$ cat config.mk
export PLATFORM = sky130hd
export DESIGN_NAME = pc_branch_ctrl_flat
export DESIGN_NICKNAME = d
export VERILOG_FILES = /design/src/rtl/pc_branch_ctrl_if.sv /design/src/rtl/pc_branch_ctrl.sv /design/src/flat_wrapper.sv
export SDC_FILE = /design/constraint.sdc
export NUM_CORES = 1
export LEC_CHECK = 0
export ABC_AREA = 1
export CORE_MARGIN = 2
export CORE_UTILIZATION = 43
export DETAILED_ROUTE_END_ITERATION = 7
export GPL_TIMING_DRIVEN = 0
export MAX_ROUTING_LAYER = met4
export PLACE_DENSITY = 0.95
export SLEW_MARGIN = 20
export SYNTH_ARGS = -nofsm -noshare
export SYNTH_HDL_FRONTEND = slang
export SYNTH_SLANG_ARGS = --single-unit
$ cat constraint.sdc
create_clock -name i_clk -period 2.58 [get_ports i_clk]
set_input_delay 0.516 -clock i_clk [delete_from_list [all_inputs] [get_ports i_clk]]
set_output_delay 0.516 -clock i_clk [all_outputs]
set_load 0.02 [all_outputs]
$ cat src/rtl/pc_branch_ctrl_if.sv
// pc_branch_ctrl_if
// Bundles the instruction-side controls, comparator flags and PC/branch
// results exchanged with the PC and branch-resolution stage.
//   master : the upstream pipeline (drives instruction info, reads PC state)
//   slave  : pc_branch_ctrl itself
// Signals:
//   i_insn_vld, i_stall             advance qualifiers
//   i_branch, i_jal, i_jalr         control-transfer kind
//   i_funct3                        branch condition select
//   i_pc_target                     ALU-computed target address
//   i_br_less, i_br_equal           comparator flags
//   o_br_un                         comparator signed select (1 = signed)
//   o_pc, o_pc_plus4                current PC and its link value
//   o_taken                         control transfer taken this cycle
//   o_misalign, o_halted            trap status
//   o_br_cnt, o_br_taken_cnt        branch statistics
interface pc_branch_ctrl_if;
   logic        i_insn_vld;
   logic        i_stall;
   logic        i_branch;
   logic        i_jal;
   logic        i_jalr;
   logic [2:0]  i_funct3;
   logic [31:0] i_pc_target;
   logic        i_br_less;
   logic        i_br_equal;
   logic        o_br_un;
   logic [31:0] o_pc;
   logic [31:0] o_pc_plus4;
   logic        o_taken;
   logic        o_misalign;
   logic        o_halted;
   logic [31:0] o_br_cnt;
   logic [31:0] o_br_taken_cnt;

   modport master (
      output i_insn_vld, i_stall, i_branch, i_jal, i_jalr, i_funct3,
             i_pc_target, i_br_less, i_br_equal,
      input  o_br_un, o_pc, o_pc_plus4, o_taken, o_misalign, o_halted,
             o_br_cnt, o_br_taken_cnt
   );

   modport slave (
      input  i_insn_vld, i_stall, i_branch, i_jal, i_jalr, i_funct3,
             i_pc_target, i_br_less, i_br_equal,
      output o_br_un, o_pc, o_pc_plus4, o_taken, o_misalign, o_halted,
             o_br_cnt, o_br_taken_cnt
   );
endinterface

$ cat src/rtl/pc_branch_ctrl.sv
// pc_branch_ctrl
// Program-counter and branch-resolution stage for the RV32I core. Drives the
// comparator's signed/unsigned select, resolves the branch condition from
// funct3 and the comparator flags, picks the next PC for PC+4, taken branch,
// JAL and JALR, and halts when a taken control transfer targets a
// non-4-byte-aligned address.
// Ports:
//   i_clk   core clock, rising edge
//   i_rst   synchronous active-high reset
//   bus     pc_branch_ctrl_if.slave (see the interface file for signals)
// Parameters:
//   RESET_PC  PC loaded on reset; must be 4-byte aligned
// Optional feature macro:
//   BR_STATS_EN  when defined, keeps saturating counters of retired and
//                taken branches; otherwise both counter outputs read 0
module pc_branch_ctrl #(
   parameter logic [31:0] RESET_PC = 32'h0000_0000
) (
   input logic             i_clk,
   input logic             i_rst,
   pc_branch_ctrl_if.slave bus
);

   typedef enum logic {
      RUN  = 1'b0,
      HALT = 1'b1
   } state_t;

   state_t      state;
   state_t      state_next;
   logic [31:0] pc;
   logic [31:0] pc_plus4;
   logic        misalign_flag;
   logic        br_cond;
   logic        taken;
   logic [31:0] target;
   logic [31:0] pc_next;
   logic        advance;
   logic        misalign_now;

   // Branch condition decode. funct3 010/011 are not branch encodings, so
   // they resolve as never taken rather than borrowing another condition.
   always_comb begin
      br_cond = 1'b0;
      unique case (bus.i_funct3)
         3'b000:          br_cond = bus.i_br_equal;
         3'b001:          br_cond = ~bus.i_br_equal;
         3'b100, 3'b110:  br_cond = bus.i_br_less;
         3'b101, 3'b111:  br_cond = ~bus.i_br_less;
         default:         br_cond = 1'b0;
      endcase
   end

   // Target selection follows JALR > JAL > branch. Only JALR clears bit 0;
   // JAL and branches take the ALU target unchanged. Stall and valid do not
   // gate taken, so the upstream can see the redirect while holding.
   always_comb begin
      pc_plus4     = pc + 32'd4;
      target       = bus.i_jalr ? {bus.i_pc_target[31:1], 1'b0} : bus.i_pc_target;
      taken        = (state == RUN) &
                     (bus.i_jalr | bus.i_jal | (bus.i_branch & br_cond));
      pc_next      = taken ? target : pc_plus4;
      misalign_now = taken & target[1];
      advance      = (state == RUN) & bus.i_insn_vld & ~bus.i_stall;
   end

   // Next-state logic: a misaligned taken transfer on an advance cycle traps
   // into HALT, which is left only through reset.
   always_comb begin
      state_next = state;
      unique case (state)
         RUN:     if (advance && misalign_now) state_next = HALT;
         HALT:    state_next = HALT;
         default: state_next = RUN;
      endcase
   end

   // State, PC and sticky misalign flag. The PC does not move on the
   // trapping cycle, so o_pc still points at the faulting instruction.
   always_ff @(posedge i_clk) begin
      if (i_rst) begin
         state         <= RUN;
         pc            <= RESET_PC;
         misalign_flag <= 1'b0;
      end else begin
         state <= state_next;
         if (advance) begin
            if (misalign_now) begin
               misalign_flag <= 1'b1;
            end else begin
               pc <= pc_next;
            end
         end
      end
   end

`ifdef BR_STATS_EN
   logic [31:0] br_cnt;
   logic [31:0] br_taken_cnt;
   logic        br_retire;

   // A branch retires on an advance cycle when no jump overrides it and it
   // does not trap; a trapping branch never retires so it is not counted.
   always_comb begin
      br_retire = advance & bus.i_branch & ~bus.i_jal & ~bus.i_jalr & ~misalign_now;
   end

   // Saturating statistics counters.
   always_ff @(posedge i_clk) begin
      if (i_rst) begin
         br_cnt       <= 32'd0;
         br_taken_cnt <= 32'd0;
      end else if (br_retire) begin
         if (br_cnt != 32'hFFFF_FFFF) begin
            br_cnt <= br_cnt + 32'd1;
         end
         if (taken && (br_taken_cnt != 32'hFFFF_FFFF)) begin
            br_taken_cnt <= br_taken_cnt + 32'd1;
         end
      end
   end

   assign bus.o_br_cnt       = br_cnt;
   assign bus.o_br_taken_cnt = br_taken_cnt;
`else
   assign bus.o_br_cnt       = 32'd0;
   assign bus.o_br_taken_cnt = 32'd0;
`endif

   // BLT/BGE are the only signed compares; BLTU/BGEU and equality use the
   // unsigned mode (equality is insensitive to it).
   assign bus.o_br_un    = (bus.i_funct3 == 3'b100) || (bus.i_funct3 == 3'b101);
   assign bus.o_pc       = pc;
   assign bus.o_pc_plus4 = pc_plus4;
   assign bus.o_taken    = taken;
   assign bus.o_misalign = misalign_flag;
   assign bus.o_halted   = (state == HALT);

endmodule

$ cat src/flat_wrapper.sv
// flat-port wrapper written by rule: the top's interface ports become plain ports
module pc_branch_ctrl_flat 
#(
   parameter logic [31:0] RESET_PC = 32'h0000_0000
)
  (i_clk, i_rst, bus_i_insn_vld, bus_i_stall, bus_i_branch, bus_i_jal, bus_i_jalr, bus_i_funct3, bus_i_pc_target, bus_i_br_less, bus_i_br_equal, bus_o_br_un, bus_o_pc, bus_o_pc_plus4, bus_o_taken, bus_o_misalign, bus_o_halted, bus_o_br_cnt, bus_o_br_taken_cnt);
  pc_branch_ctrl_if bus_i ();
  input logic i_clk;
  input logic i_rst;
  input wire logic [$bits(bus_i.i_insn_vld)-1:0] bus_i_insn_vld;
  input wire logic [$bits(bus_i.i_stall)-1:0] bus_i_stall;
  input wire logic [$bits(bus_i.i_branch)-1:0] bus_i_branch;
  input wire logic [$bits(bus_i.i_jal)-1:0] bus_i_jal;
  input wire logic [$bits(bus_i.i_jalr)-1:0] bus_i_jalr;
  input wire logic [$bits(bus_i.i_funct3)-1:0] bus_i_funct3;
  input wire logic [$bits(bus_i.i_pc_target)-1:0] bus_i_pc_target;
  input wire logic [$bits(bus_i.i_br_less)-1:0] bus_i_br_less;
  input wire logic [$bits(bus_i.i_br_equal)-1:0] bus_i_br_equal;
  output wire logic [$bits(bus_i.o_br_un)-1:0] bus_o_br_un;
  output wire logic [$bits(bus_i.o_pc)-1:0] bus_o_pc;
  output wire logic [$bits(bus_i.o_pc_plus4)-1:0] bus_o_pc_plus4;
  output wire logic [$bits(bus_i.o_taken)-1:0] bus_o_taken;
  output wire logic [$bits(bus_i.o_misalign)-1:0] bus_o_misalign;
  output wire logic [$bits(bus_i.o_halted)-1:0] bus_o_halted;
  output wire logic [$bits(bus_i.o_br_cnt)-1:0] bus_o_br_cnt;
  output wire logic [$bits(bus_i.o_br_taken_cnt)-1:0] bus_o_br_taken_cnt;
  assign bus_i.i_insn_vld = bus_i_insn_vld;
  assign bus_i.i_stall = bus_i_stall;
  assign bus_i.i_branch = bus_i_branch;
  assign bus_i.i_jal = bus_i_jal;
  assign bus_i.i_jalr = bus_i_jalr;
  assign bus_i.i_funct3 = bus_i_funct3;
  assign bus_i.i_pc_target = bus_i_pc_target;
  assign bus_i.i_br_less = bus_i_br_less;
  assign bus_i.i_br_equal = bus_i_br_equal;
  assign bus_o_br_un = bus_i.o_br_un;
  assign bus_o_pc = bus_i.o_pc;
  assign bus_o_pc_plus4 = bus_i.o_pc_plus4;
  assign bus_o_taken = bus_i.o_taken;
  assign bus_o_misalign = bus_i.o_misalign;
  assign bus_o_halted = bus_i.o_halted;
  assign bus_o_br_cnt = bus_i.o_br_cnt;
  assign bus_o_br_taken_cnt = bus_i.o_br_taken_cnt;
  pc_branch_ctrl #(.RESET_PC(RESET_PC)) u_core (.i_clk(i_clk), .i_rst(i_rst), .bus(bus_i));
endmodule
==> results <==
- The run finished with clean final reports.
- The slowest stage of the critical path belongs to the cell clkdlybuf4s50_1.
- The element type at the critical path start is a register.
- For this run, the leading register cell type out of synthesis is dfxtp_1.
- In this run the worst setup path begins at u_core.bus.o_pc[4]$_SDFFE_PP0P_.
- The via count of the routed design is 3979.
- The top-level I/O count is 176.
- The clock slew at the register clock pins of the worst setup and hold paths is 0.08 ns.
- The synthesized netlist contains 28 unique library cells.
- The root buffer cell is clkbuf_8.
- In the global route stage, overall resource usage came out at 26.1%.
- Internal power comes to 1.09 mW.
- In this run the worst hold path is classified as reg2reg.
- The routed via count divided by cell count is 4.55.
- The most area-hungry cell type in the Yosys netlist is nand2_1.
- The post-route minimum period is 2.47 ns.
- Timing would allow up to 405 MHz.
- The cell count of the worst reg-to-reg path is 12.
- The non-filler instance count after layout is 874.
- The portion of synthesized cell area occupied by the leading cell type is 24.2%.
- The share of total power dissipated in sequential elements is 34.8%.
- The antenna diode count is 0.
- The biggest fanout along the worst timing path is 6.
- The sequential fraction of the synthesis area is 20.6%.
- Clock tree synthesis found a total of 34 sinks.
- The number of synthesized flops with an enable pin is 0.
- In this run, synthesis produced a sequential element count of 34.
- The worst setup margin is 0.112 ns.
- The CTS buffer count is 5.
- Summing all placed instances gives a cell area of 4770 sq um.
- The worst setup path category is reg2out.
- The net load switching power is 0.670 mW.
- The via count of the first global-routing pass is 3852.
- The async set-or-reset flop fraction in the synthesized netlist is 0%.
- The number of warnings reported in the yosys synthesis log is 0.
- The commonest cells after synthesis are nand2_1, nor2_1, buf_4, nand3_1, inv_1.
- Of the available clock period, the critical path in the final layout requires 95.7%.
- The count of buffers inserted at the top-level ports is 111.
- The count of maximum capacitance violations is 0.
- Dividing total power by cell area gives a power density of 362 nW/um^2.
- After clock tree synthesis, the setup repair step added 0 buffers.
- The first detailed-routing pass ran for 5 iterations.
- The floorplan die width is 91.6 um.
- On the critical path the largest part of the delay comes from buffers and inverters.
- The analysis attributes to cell leakage a power of 2.67 nW.
- The post-synthesis cell count is 593.
- Timing analysis after detailed placement gives a worst setup slack of -0.186 ns.
- The synthesized area is 3300 sq um.
- The post-route cell area is 4860 sq um.
- Setup violations remaining at the end of the flow were counted as 0.
- The worst register-to-register path begins at u_core.bus.o_pc[3]$_SDFFE_PP0P_.
- The maximum count of clock buffers along a single path is 2.
- Once layout is complete, the utilization of the core stands at 66.3%.
- The ratio of cells with drive above 1 in the final layout is 15.0%.
- Walking the worst path, the cells encountered are nand2_2 -> nor2_8 -> nand2_2 -> xor2_1 -> clkdlybuf4s50_1.
- The worst setup path is captured at a primary output.
- Fill cells in the final layout number 685.
- The routed wire length is 10700 um.
- The starting utilization of the core area is 45.0%.
- The detailed router finished its first iteration with 232 violations.
- The global-route wire length before repair is 17300 um.
- For the worst setup path, the data required time is 2.06 ns.
- The final hold violation count is 0.
- The delay of the slowest cell on the worst path is 0.65 ns.
- The max-slew headroom at the worst pin is 59.4%.
- The worst IR drop on VDD is 0.215 mV.
- The number of placed instances with taps included is 866.
- The worst clock skew is 0.00720 ns.
- The number of pins with negative max-slew slack in the final report is 0.
- Of the total power, the clock network draws 24.2%.
- The initial antenna violation count is 0.
- The buffers plus inverters on the worst setup path is 1.
- The number of hold buffers added after CTS was 0.
- For the pin with the worst max-slew slack, the measured transition is 0.609 ns.
- Combinational logic burns 41.0% of the power.
- The number of nets with antenna violations after detailed routing is 0.
- Yosys attributes the largest share of cell area to nand2_1, dfxtp_1, buf_4.
- In this run the critical register-to-register path is captured at u_core.bus.o_pc[26]$_SDFFE_PP0P_.
- The source-to-sink clock delay at the later pin of the worst-skew pair is 0.29 ns.
- Entering global routing, the biggest net connects 11 pins.
- From bottom edge to top edge, the die measures 91.6 um.
- The synthesized area per cell is 5.56 sq um.
- The library cell appearing most often on the critical path is nand2_2.
- The H-tree depth is 2.
- The die area is 8390 sq um.
- The CTS tree is done.
- The weighted congestion reported at the end of routability-driven placement is 0.906.
- Data arrives at the worst endpoint at 1.95 ns.
- The HPWL after detailed placement is 8800 um.
- The end point of the critical path is bus_o_pc_plus4[7].
- The net count reported at finish is 819.
- After detailed routing, the average wire length per cell comes to 12.2 um.
- Yosys instantiated no cell more often than nand2_1.
- The total core area is 7330 sq um.
- The critical path depth in cells is 5.
- The worst setup slack for register-to-register paths is 0.90 ns.
- After detailed routing, the number of remaining DRC violations is 0.
- In this run the core area contains 31 standard-cell rows.
- The residual overflow from global routing is 0.
- Setup repair after global routing left no endpoint under its margin.
- The switching share of power is 38.1%.
- The area growth from synthesis to layout is 47.3%.
==> registers in the layout, indices dropped and copies added (netlist names) <==
signal,count
u_core.bus.o_halted,1
u_core.bus.o_pc,32
u_core.bus.o_misalign,1
==> layout by cell type, fill, tap and decap left out, drive strengths merged <==
cell | netlist | final
nand4 | 3 | 3
inv | 59 | 59
clkdlybuf4s50 | 0 | 86
nand3 | 64 | 64
ha | 1 | 1
dlygate4sd2 | 0 | 20
clkbuf | 6 | 16
dlymetal6s2s | 0 | 2
o21ai | 4 | 4
nand2 | 217 | 217
nor2 | 107 | 107
conb | 1 | 64
xor2 | 10 | 10
nand3b | 1 | 1
a21oi | 3 | 3
nor3 | 1 | 1
clkinv | 3 | 4
dfxtp | 34 | 34
buf | 79 | 79
==> tightest hold or removal path, stage by stage (launching register included) <==
cell and delay (ns):
dfxtp_1 0.32, inv_1 0.05, a21oi_1 0.05
==> layout make-up <==
| type | instances | area (sq um) | share of cell area (%) |
|---|---|---|---|
| sequential | 34 | 688 | 14.2 |
| clock inverter | 1 | 5.00 | 0.103 |
| clock buffer | 7 | 86.3 | 1.78 |
| tap | 99 | 124 | 2.55 |
| multi-input combinational | 475 | 2050 | 42.2 |
| timing repair buffer | 111 | 1080 | 22.1 |
| inverter | 62 | 233 | 4.79 |
| buffer | 85 | 597 | 12.3 |
==> metrics by stage <==
| stage | TNS, ns | hold slack (ns) | power [mW] |
|---|---|---|---|
| after floorplan | 0 | 0.520 | 1.07 |
| after global placement | -0.135 | 0.443 | 1.33 |
| after detailed placement | -0.186 | 0.448 | 1.35 |
| after CTS | 0 | 0.467 | 1.75 |
| after global routing | 0 | 0.486 | 1.85 |
| final | 0 | 0.468 | 1.76 |
==> power groups by stage <==
| stage | registers (mW) | clock network [mW] | logic, mW |
|---|---|---|---|
| floorplan | 0.650 | 0 | 0.421 |
| global placement | 0.618 | 0 | 0.717 |
| detailed placement | 0.619 | 0 | 0.729 |
| CTS | 0.608 | 0.431 | 0.714 |
| global route | 0.616 | 0.453 | 0.778 |
| finish | 0.611 | 0.425 | 0.721 |
==> how the worst min path moves through the flow <==
stage	startpoint	end	slack (ns)	depth (start not counted)
after floorplan	u_core.bus.o_misalign$_SDFFE_PP0P_	u_core.bus.o_misalign$_SDFFE_PP0P_	0.52	2
after global placement	u_core.bus.o_misalign$_SDFFE_PP0P_	u_core.bus.o_misalign$_SDFFE_PP0P_	0.44	2
after detailed placement	u_core.bus.o_misalign$_SDFFE_PP0P_	u_core.bus.o_misalign$_SDFFE_PP0P_	0.45	2
after CTS	u_core.bus.o_misalign$_SDFFE_PP0P_	u_core.bus.o_misalign$_SDFFE_PP0P_	0.47	2
after global routing	u_core.bus.o_misalign$_SDFFE_PP0P_	u_core.bus.o_misalign$_SDFFE_PP0P_	0.49	2
final	u_core.bus.o_misalign$_SDFFE_PP0P_	u_core.bus.o_misalign$_SDFFE_PP0P_	0.47	2
==> cell families after synthesis <==
group                      count (synthesis)  share of synthesized area [%]
AOI/OAI and AO/OA                          7                           1.06
xor gates and xnor gates                  10                           2.88
adders and majority gates                  1                          0.379
buffers and inverters                    147                           25.1
DFF                                       34                           20.6
other                                      1                          0.114
and+or+nand+nor                          393                           49.8
==> routing by layer <==
layer / GRT usage, % / vias up / wire (um)
met5: - / - / 0
li1: - / 2027 / -
met2: 48.5 / 201 / 5410
met1: 28.0 / 1729 / 4290
met4: 7.45 / 0 / 177
met3: 4.90 / 22 / 828
==> what timing repair did <==
action	CTS	global route
gates cloned	0	0
gates resized for setup	32	11
endpoints found under the setup margin	27	11
endpoints found under the hold margin	0	0
No activity file was read; power rests on OpenSTA's default activity.
